==> src/rtl/demux_1x4_4b_reg_if.sv <==
// Bus bundle for the registered 1-to-4 word distributor.
// The producer side (in_*, mode) and the four consumer lanes (out*, out_valid,
// out_ready) share one interface. The environment drives it through 'master',
// and the distributor drives it through 'slave'.
interface demux_1x4_4b_reg_if #(
  parameter int WIDTH = 4
);

  // Producer side
  logic [WIDTH-1:0] in_data;
  logic             in_valid;
  logic             in_ready;
  logic [1:0]       in_sel;
  logic             mode;

  // Consumer lanes
  logic [WIDTH-1:0] out0;
  logic [WIDTH-1:0] out1;
  logic [WIDTH-1:0] out2;
  logic [WIDTH-1:0] out3;
  logic [3:0]       out_valid;
  logic [3:0]       out_ready;

  // Status
  logic [1:0]       rr_ptr;

  // Producer and consumers: they drive the requests and sample the lanes.
  modport master (
    output in_data,
    output in_valid,
    output in_sel,
    output mode,
    output out_ready,
    input  in_ready,
    input  out0,
    input  out1,
    input  out2,
    input  out3,
    input  out_valid,
    input  rr_ptr
  );

  // Distributor: it accepts words and presents the lane registers.
  modport slave (
    input  in_data,
    input  in_valid,
    input  in_sel,
    input  mode,
    input  out_ready,
    output in_ready,
    output out0,
    output out1,
    output out2,
    output out3,
    output out_valid,
    output rr_ptr
  );

endinterface

==> src/rtl/demux_1x4_4b_reg.sv <==
// Registered 1-to-4 distributor for WIDTH-bit words.
// One producer stream is steered into one of four lane registers. The target
// lane comes from in_sel (mode=0) or from an internal round-robin pointer
// (mode=1). Each lane is a single-entry buffer with its own valid/ready
// handshake. A lane can be drained and refilled on the same edge, so every
// lane can sustain one word per cycle.
module demux_1x4_4b_reg #(
  parameter int WIDTH = 4
) (
  input  logic                   clk,
  input  logic                   rst,
  demux_1x4_4b_reg_if.slave      bus
);

  // Lane storage and occupancy
  logic [WIDTH-1:0] lane_q [4];
  logic [3:0]       full_q;
  logic [1:0]       rr_ptr_q;

  // Per-cycle decisions
  logic [1:0]       tgt;
  logic             in_ready;
  logic             accept;
  logic [3:0]       fill;
  logic [3:0]       drain;

  // Target lane, ready and per-lane fill/drain strobes. All of these are
  // combinational and are evaluated every cycle.
  always_comb begin
    // NOTE: each variable gets a default before any branch. If a path left one
    // unassigned, the tools would infer a latch.
    tgt      = bus.in_sel;
    in_ready = 1'b0;
    accept   = 1'b0;
    fill     = '0;
    drain    = '0;

    if (bus.mode) begin
      tgt = rr_ptr_q;
    end

    // Ready looks only at the target lane. It is masked during reset so that
    // the producer never sees a handshake that the reset would discard.
    in_ready = !rst && (!full_q[tgt] || bus.out_ready[tgt]);
    accept   = bus.in_valid && in_ready;

    if (accept) begin
      fill[tgt] = 1'b1;
    end

    // A consumer's ready on an empty lane is ignored, because of the &full_q.
    drain = full_q & bus.out_ready;
  end

  // Lane registers, occupancy bits and the round-robin pointer.
  always_ff @(posedge clk) begin
    // NOTE: sequential state uses non-blocking assignments only. Every register
    // then samples pre-edge values, whatever order the statements are in.
    if (rst) begin
      // NOTE: the lane data registers are reset too, not only the valid bits.
      // Outputs must read 0 after reset and must never carry X downstream.
      for (int k = 0; k < 4; k++) begin
        lane_q[k] <= '0;
      end
      full_q   <= '0;
      rr_ptr_q <= '0;
    end else begin
      for (int k = 0; k < 4; k++) begin
        if (fill[k]) begin
          // A refill has priority over a drain on the same edge. The new word
          // replaces the old one and the lane stays full.
          lane_q[k] <= bus.in_data;
          full_q[k] <= 1'b1;
        end else if (drain[k]) begin
          // The data is left stale on purpose; only the valid bit drops.
          full_q[k] <= 1'b0;
        end
      end

      // The pointer moves only when a round-robin word is accepted. It keeps its
      // value in explicit mode, so a return to mode=1 resumes at the same lane.
      if (accept && bus.mode) begin
        rr_ptr_q <= rr_ptr_q + 2'd1;
      end
    end
  end

  // Drive the outputs from the registered state.
  assign bus.in_ready  = in_ready;
  assign bus.out0      = lane_q[0];
  assign bus.out1      = lane_q[1];
  assign bus.out2      = lane_q[2];
  assign bus.out3      = lane_q[3];
  assign bus.out_valid = full_q;
  assign bus.rr_ptr    = rr_ptr_q;

endmodule

==> src/flat_wrapper.sv <==
// flat-port wrapper written by rule: the top's interface ports become plain ports
module demux_1x4_4b_reg_flat 
#(
  parameter int WIDTH = 4
)
  (clk, rst, bus_in_data, bus_in_valid, bus_in_sel, bus_mode, bus_out_ready, bus_in_ready, bus_out0, bus_out1, bus_out2, bus_out3, bus_out_valid, bus_rr_ptr);
  demux_1x4_4b_reg_if #(.WIDTH(WIDTH)) bus_i ();
  input  logic clk;
  input  logic rst;
  input wire logic [$bits(bus_i.in_data)-1:0] bus_in_data;
  input wire logic [$bits(bus_i.in_valid)-1:0] bus_in_valid;
  input wire logic [$bits(bus_i.in_sel)-1:0] bus_in_sel;
  input wire logic [$bits(bus_i.mode)-1:0] bus_mode;
  input wire logic [$bits(bus_i.out_ready)-1:0] bus_out_ready;
  output wire logic [$bits(bus_i.in_ready)-1:0] bus_in_ready;
  output wire logic [$bits(bus_i.out0)-1:0] bus_out0;
  output wire logic [$bits(bus_i.out1)-1:0] bus_out1;
  output wire logic [$bits(bus_i.out2)-1:0] bus_out2;
  output wire logic [$bits(bus_i.out3)-1:0] bus_out3;
  output wire logic [$bits(bus_i.out_valid)-1:0] bus_out_valid;
  output wire logic [$bits(bus_i.rr_ptr)-1:0] bus_rr_ptr;
  assign bus_i.in_data = bus_in_data;
  assign bus_i.in_valid = bus_in_valid;
  assign bus_i.in_sel = bus_in_sel;
  assign bus_i.mode = bus_mode;
  assign bus_i.out_ready = bus_out_ready;
  assign bus_in_ready = bus_i.in_ready;
  assign bus_out0 = bus_i.out0;
  assign bus_out1 = bus_i.out1;
  assign bus_out2 = bus_i.out2;
  assign bus_out3 = bus_i.out3;
  assign bus_out_valid = bus_i.out_valid;
  assign bus_rr_ptr = bus_i.rr_ptr;
  demux_1x4_4b_reg #(.WIDTH(WIDTH)) u_core (.clk(clk), .rst(rst), .bus(bus_i));
endmodule
==> config.mk <==
export PLATFORM = sky130hd
export DESIGN_NAME = demux_1x4_4b_reg_flat
export DESIGN_NICKNAME = d
export VERILOG_FILES = /design/src/rtl/demux_1x4_4b_reg_if.sv /design/src/rtl/demux_1x4_4b_reg.sv /design/src/flat_wrapper.sv
export SDC_FILE = /design/constraint.sdc
export NUM_CORES = 1
export LEC_CHECK = 0
export ABC_AREA = 1
export ABC_CLOCK_PERIOD_IN_PS = 1900
export BUFFER_PORTS_ARGS = -buffer_cell sky130_fd_sc_hd__buf_2
export CORE_MARGIN = 4
export CORE_UTILIZATION = 45
export CTS_CLUSTER_SIZE = 16
export DETAILED_ROUTE_END_ITERATION = 8
export PLACE_DENSITY = 0.85
export REMOVE_ABC_BUFFERS = 1
export SLEW_MARGIN = 10
export SYNTH_ARGS = -nofsm -noshare
export SYNTH_HDL_FRONTEND = slang
export SYNTH_SLANG_ARGS = --single-unit
==> constraint.sdc <==
create_clock -name clk -period 1.9 [get_ports clk]
set_input_delay 0.19 -clock clk [delete_from_list [all_inputs] [get_ports clk]]
set_output_delay 0.19 -clock clk [all_outputs]
set_load 0.01 [all_outputs]
# ---- After elaboration in Yosys (flattened, before gate mapping)
# Memory sizes are Yosys's and may differ from the RTL's.
# Cells that the tools add are included.
dict set report word_totals {
  ff_bits 6
  ram_bits 16
  in_bits 14
  out_inout_bits 23
  wordCells 59
  memories 1
}
dict set report op_classes {
  n_addsub 1
  order_cmp 2
  n_mux 34
  bitwise_logic 5
  n_reduce_logical 11
}
# memory depth width rd rd_ports_with_merged_regs wr line
set memory_table {}
lappend memory_table {u_core.lane_q 4 4 4 0 4 demux_1x4_4b_reg.sv:16} ;# logic [WIDTH-1:0] lane_q [4];
# op n
set op_table {}
lappend op_table {{1-bit two-way mux} 25}
lappend op_table {{4-bit two-way mux} 5}
lappend op_table {{2-bit nonzero test} 4}
lappend op_table {{4-bit AND} 1}
lappend op_table {{1-bit binary-select mux with 2-bit select} 2}
lappend op_table {{1-bit logical AND} 4}
lappend op_table {{1-bit bitwise OR} 4}
lappend op_table {{2-bit by 3-bit < comparator with 1-bit output, second input constant} 1}
lappend op_table {{2-bit by 1-bit adder with 2-bit output, second input constant} 1}
lappend op_table {{1-bit demux with 2-bit select} 1}
lappend op_table {{2-bit by 1-bit >= comparator with 1-bit output, second input constant} 1}
lappend op_table {{1-bit zero test} 2}
lappend op_table {{2-bit two-way mux} 1}
lappend op_table {{1-bit logical OR} 1}

# ---- Longest topological paths before layout
dict set report logic_depth {
  ltp_word 12
  ltp_mapped 12
  mapped_depth_nobuf 12
}

# ---- Worst setup path after synthesis
# No wires, ideal clock.
dict set report synth_path {
  path_kind {flip-flop to flip-flop}
  startpoint {register u_core.rr_ptr_q[0] (netlist: u_core.bus.rr_ptr[0])}
  endpoint {memory u_core.lane_q[0][0] (enable)}
  setup_time_ps 307
  arrival_time_ps 1350
  t_required_ps 1593
  path_slack_ps 242
  path_stages_with_launch 11
  path_buffers 0
  synth_period_minus_slack_ps 1658
  cell_sequence {dfxtp_1 -> inv_1 -> nand2_1 -> nand2_2 -> nand2_1 -> nand2_1 -> nand2_1 -> nand2_2 -> a21oi_4 -> nand3_2 -> nand2_1}
}
# element line
set synth_lines {}
lappend synth_lines {{start: declaration} demux_1x4_4b_reg.sv:18} ;# logic [1:0] rr_ptr_q;
lappend synth_lines {{start signal: assignment} demux_1x4_4b_reg.sv:83} ;# rr_ptr_q <= rr_ptr_q + 2'd1;
lappend synth_lines {{end: declaration} demux_1x4_4b_reg.sv:16}

# ---- Worst setup path in the final report
dict set report layout_path {
  startpoint {register u_core.rr_ptr_q[0] (netlist: u_core.bus.rr_ptr[0])}
  endpoint {output port bus_in_ready}
}
dict set report layout_between {
  elab_chain_cells 6
  elab_cells_between_ends 8
  classes_between {mux: 5; reduce/logical: 3}
}
# element line
set layout_rtl {}
lappend layout_rtl {{2-bit two-way mux *} demux_1x4_4b_reg.sv:38} ;# if (bus.mode) begin
lappend layout_rtl {{1-bit binary-select mux with 2-bit select} demux_1x4_4b_reg.sv:44} ;# in_ready = !rst && (!full_q[tgt] || bus.out_ready[tgt]);
lappend layout_rtl {{1-bit two-way mux (not written as such)} demux_1x4_4b_reg.sv:44}
lappend layout_rtl {{1-bit zero test} demux_1x4_4b_reg.sv:44}
lappend layout_rtl {{1-bit logical OR *} demux_1x4_4b_reg.sv:44}
lappend layout_rtl {{1-bit logical AND *} demux_1x4_4b_reg.sv:44}
lappend layout_rtl {{end: declaration} flat_wrapper.sv:15} ;# output wire logic [$bits(bus_i.in_ready)-1:0] bus_in_ready;
# Mark *: on every way between the ends. The rest lies on a longest branch, timed or not. The select of a mux whose other input is x is not followed.

==> out/results.tsv <==
metric	value	unit
worstMarginPinSlew	0.2819	ns
fp.coreArea	0.002042	mm^2
post-route-period-util	92.68	%
multi_input_area	354.1	um^2
seq_area	600.6	um^2
antenna_found_initial	0	
p_leak	0.6629	nW
min_path_type	primary input to flip-flop	
hold_viol_final	0	
skew	0.01092	ns
critical_path.endpoint_type	primary output	
drc_errors	0	
ff2ff_setup_slack	0.18	ns
rows	16	
final.fill_count	191	
globalRouteOverflowTotal	0	
crit_path_top_delay_cell	dfxtp_1	
ir_drop	0.0005209	V
insertion_delay	0.31	ns
cts_setup_buffers	0	
critical-path-top-delay-family	simple AND/OR/NAND/NOR gates	
drv_slew	0	
drv_cap	0	
r2r-start	u_core.bus.rr_ptr[1]	
grt_pass1_vias	867	
hold_start	bus_out_ready[0]	
vias	883	
yosys.cell_types.count	13	
p_per_area	812.6	mW/mm^2
cts_tree	done	
initial_core_util	49.20	%
crit_fanout	6	
avgSynthCellArea	8.891	um^2
clock-root-buffer	clkbuf_4	
grt.met1_usage	19.02	%
rsz0062_at_grt	yes	
status	finished clean	
wire_per_inst	12.03	um
ant_nets	0	
clock.fmax	567.9	MHz
io_pins	37	
drive_above_1_share	34.64	%
io_buffers	36	
finish.net_count	168	
r2r_cells	8	
start_kind	flip-flop	
grt_pass1_wl	3864	um
worstHoldPathCells	4	
synth_cells	113	
syn_area	0.001005	mm^2
viasPerCell	4.906	
arrival	1.57	ns
cts_num_sinks	22	
drt_iter0_drc	19	
cts_buffers	3	
setup_tns	0	ns
clk_pin_slew	0.12	ns
routed_wl	2166	um
dieArea	0.003053	mm^2
ys_warn_count	0	
fp.dieW	55.25	um
rr_endpoint	u_core.lane_q[2][3]	
crit_top_cell	nand2_1	
slew_headroom	81.14	%
cts_max_level	1	
die_h	55.25	um
required	1.71	ns
hpwl	1772	um
area_delta_synth_final	27.52	%
clockBufferDepth	2	
cp_slowest_stage_delay	0.37	ns
critPathBufInv	2	
grtUsageMet2	25.51	%
path_cells	inv_1 > nand2_1 > nand2_2 > nand3_1 > nand2_1 > nor2_1 > a21oi_4 > buf_2	
finalCriticalPeriod	1.761	ns
ys_seq_area_share	59.78	%
routabilityCongestion	0.8843	
synth_seq_cells	22	
grt_start_max_net_pins	14	
drt_pass1_iterations	4	
hold_ws	0.1265	ns
min_to	u_core.bus.out_valid[0]	
track_usage	15.46	%
total_power	1.041	mW
grt_use_met3	4.662	%
critical_path_class	flip-flop to primary output	
setup_viol	0	
diodes	0	
top_usage_layer	met2	
## repair_timing
action / in CTS / in global routing
setup endpoints to repair: 0 / 17
gates resized for setup: 0 / 4
hold buffers: 0 / 0
## layout make-up
| cell class | instances | share of cell area (%) |
|---|---|---|
| flip-flops and latches | 22 | 46.87 |
| multi-input cells | 75 | 27.64 |
| repair buffers | 36 | 14.06 |
| inverters | 16 | 4.687 |
| well taps | 27 | 2.637 |
| clock inverters | 1 | 2.344 |
| clock buffers | 3 | 1.758 |
## kinds of logic after synthesis
| kind of cell | share of synthesized area [%] |
|---|---|
| AO/OA/AOI/OAI | 4.235 |
| buffers and inverters | 5.977 |
| flip-flops | 59.78 |
| AND/OR/NAND/NOR | 30.01 |
## placed cells by master, fill, tap and decap left out
cell type  Yosys  final
a31oi_1        1      1
bufinv_16      0      1
dfxtp_1        6      6
nand3_1        4      4
inv_1         15     15
a21oi_4        1      1
nor2_1        23     23
edfxtp_1      16     16
nand3_2        4      4
nand2_2        3      7
a21oi_1        4      4
buf_2          0     36
clkbuf_4       0      3
inv_2          1      1
nand4_1        2      2
nand2_1       33     29
## worst register-to-register path: stages (launching register included)
cell     delay [ns]
dfxtp_1        0.37
nand2_1        0.06
nand2_1        0.15
nand3_1        0.10
nand2_1        0.07
nor2_1         0.08
a21oi_4        0.24
nand3_2        0.17
nand2_1        0.19
## synth_stat cells
master	count	area, um^2
a21oi_4	1	16.27
nand4_1	2	12.51
a31oi_1	1	6.260
inv_2	1	3.750
inv_1	15	56.30
nand3_2	4	40.04
a21oi_1	4	20.02
edfxtp_1	16	480.5
dfxtp_1	6	120.1
nand2_1	33	123.9
nand3_1	4	20.02
nor2_1	23	86.33
nand2_2	3	18.77
## metrics by stage
step	cell area (um^2)	instances	setup slack (ns)	utilization (%)
floorplan	1005	113	0.2423	-
global placement	1219	176	0.2162	59.68
detailed placement	1219	176	0.1643	59.68
CTS	1271	180	0.1237	62.25
global route	1281	180	-0.02206	62.75
finish	1281	180	0.1390	62.75
## metal layers
layer | vias to the layer above | wire length [um]
li1 | 446 | -
met3 | 5 | 209
met5 | - | 0
met1 | 396 | 847
met4 | 0 | 36
met2 | 36 | 1073
## sequential cells by signal, summed over array words and instances, names as in the netlist
signal	count
u_core.lane_q	16
u_core.bus.out_valid	4
u_core.bus.rr_ptr	2
## where the power goes
group	total [mW]	switching (mW)	internal [mW]	leakage (nW)
combinational	0.138	0.0904	0.0473	0.419
sequential	0.547	0.00724	0.540	0.216
clock	0.356	0.143	0.214	0.0279
total	1.04	0.240	0.801	0.663
## how the worst max path moves through the flow
stage	slack (ns)	to	cells after the start	start
final	0.14	bus_in_ready	8	u_core.bus.rr_ptr[0]
after global routing	-0.02	bus_in_ready	8	u_core.bus.rr_ptr[1]
after CTS	0.12	bus_in_ready	8	u_core.bus.rr_ptr[1]
after detailed placement	0.16	u_core.lane_q[1][1]	9	u_core.bus.rr_ptr[1]
after global placement	0.22	u_core.lane_q[0][1]	9	u_core.bus.rr_ptr[1]
after floorplan	0.24	u_core.lane_q[0][0]	10	u_core.bus.rr_ptr[0]
Note: power is estimated with default switching activity, not from simulation.
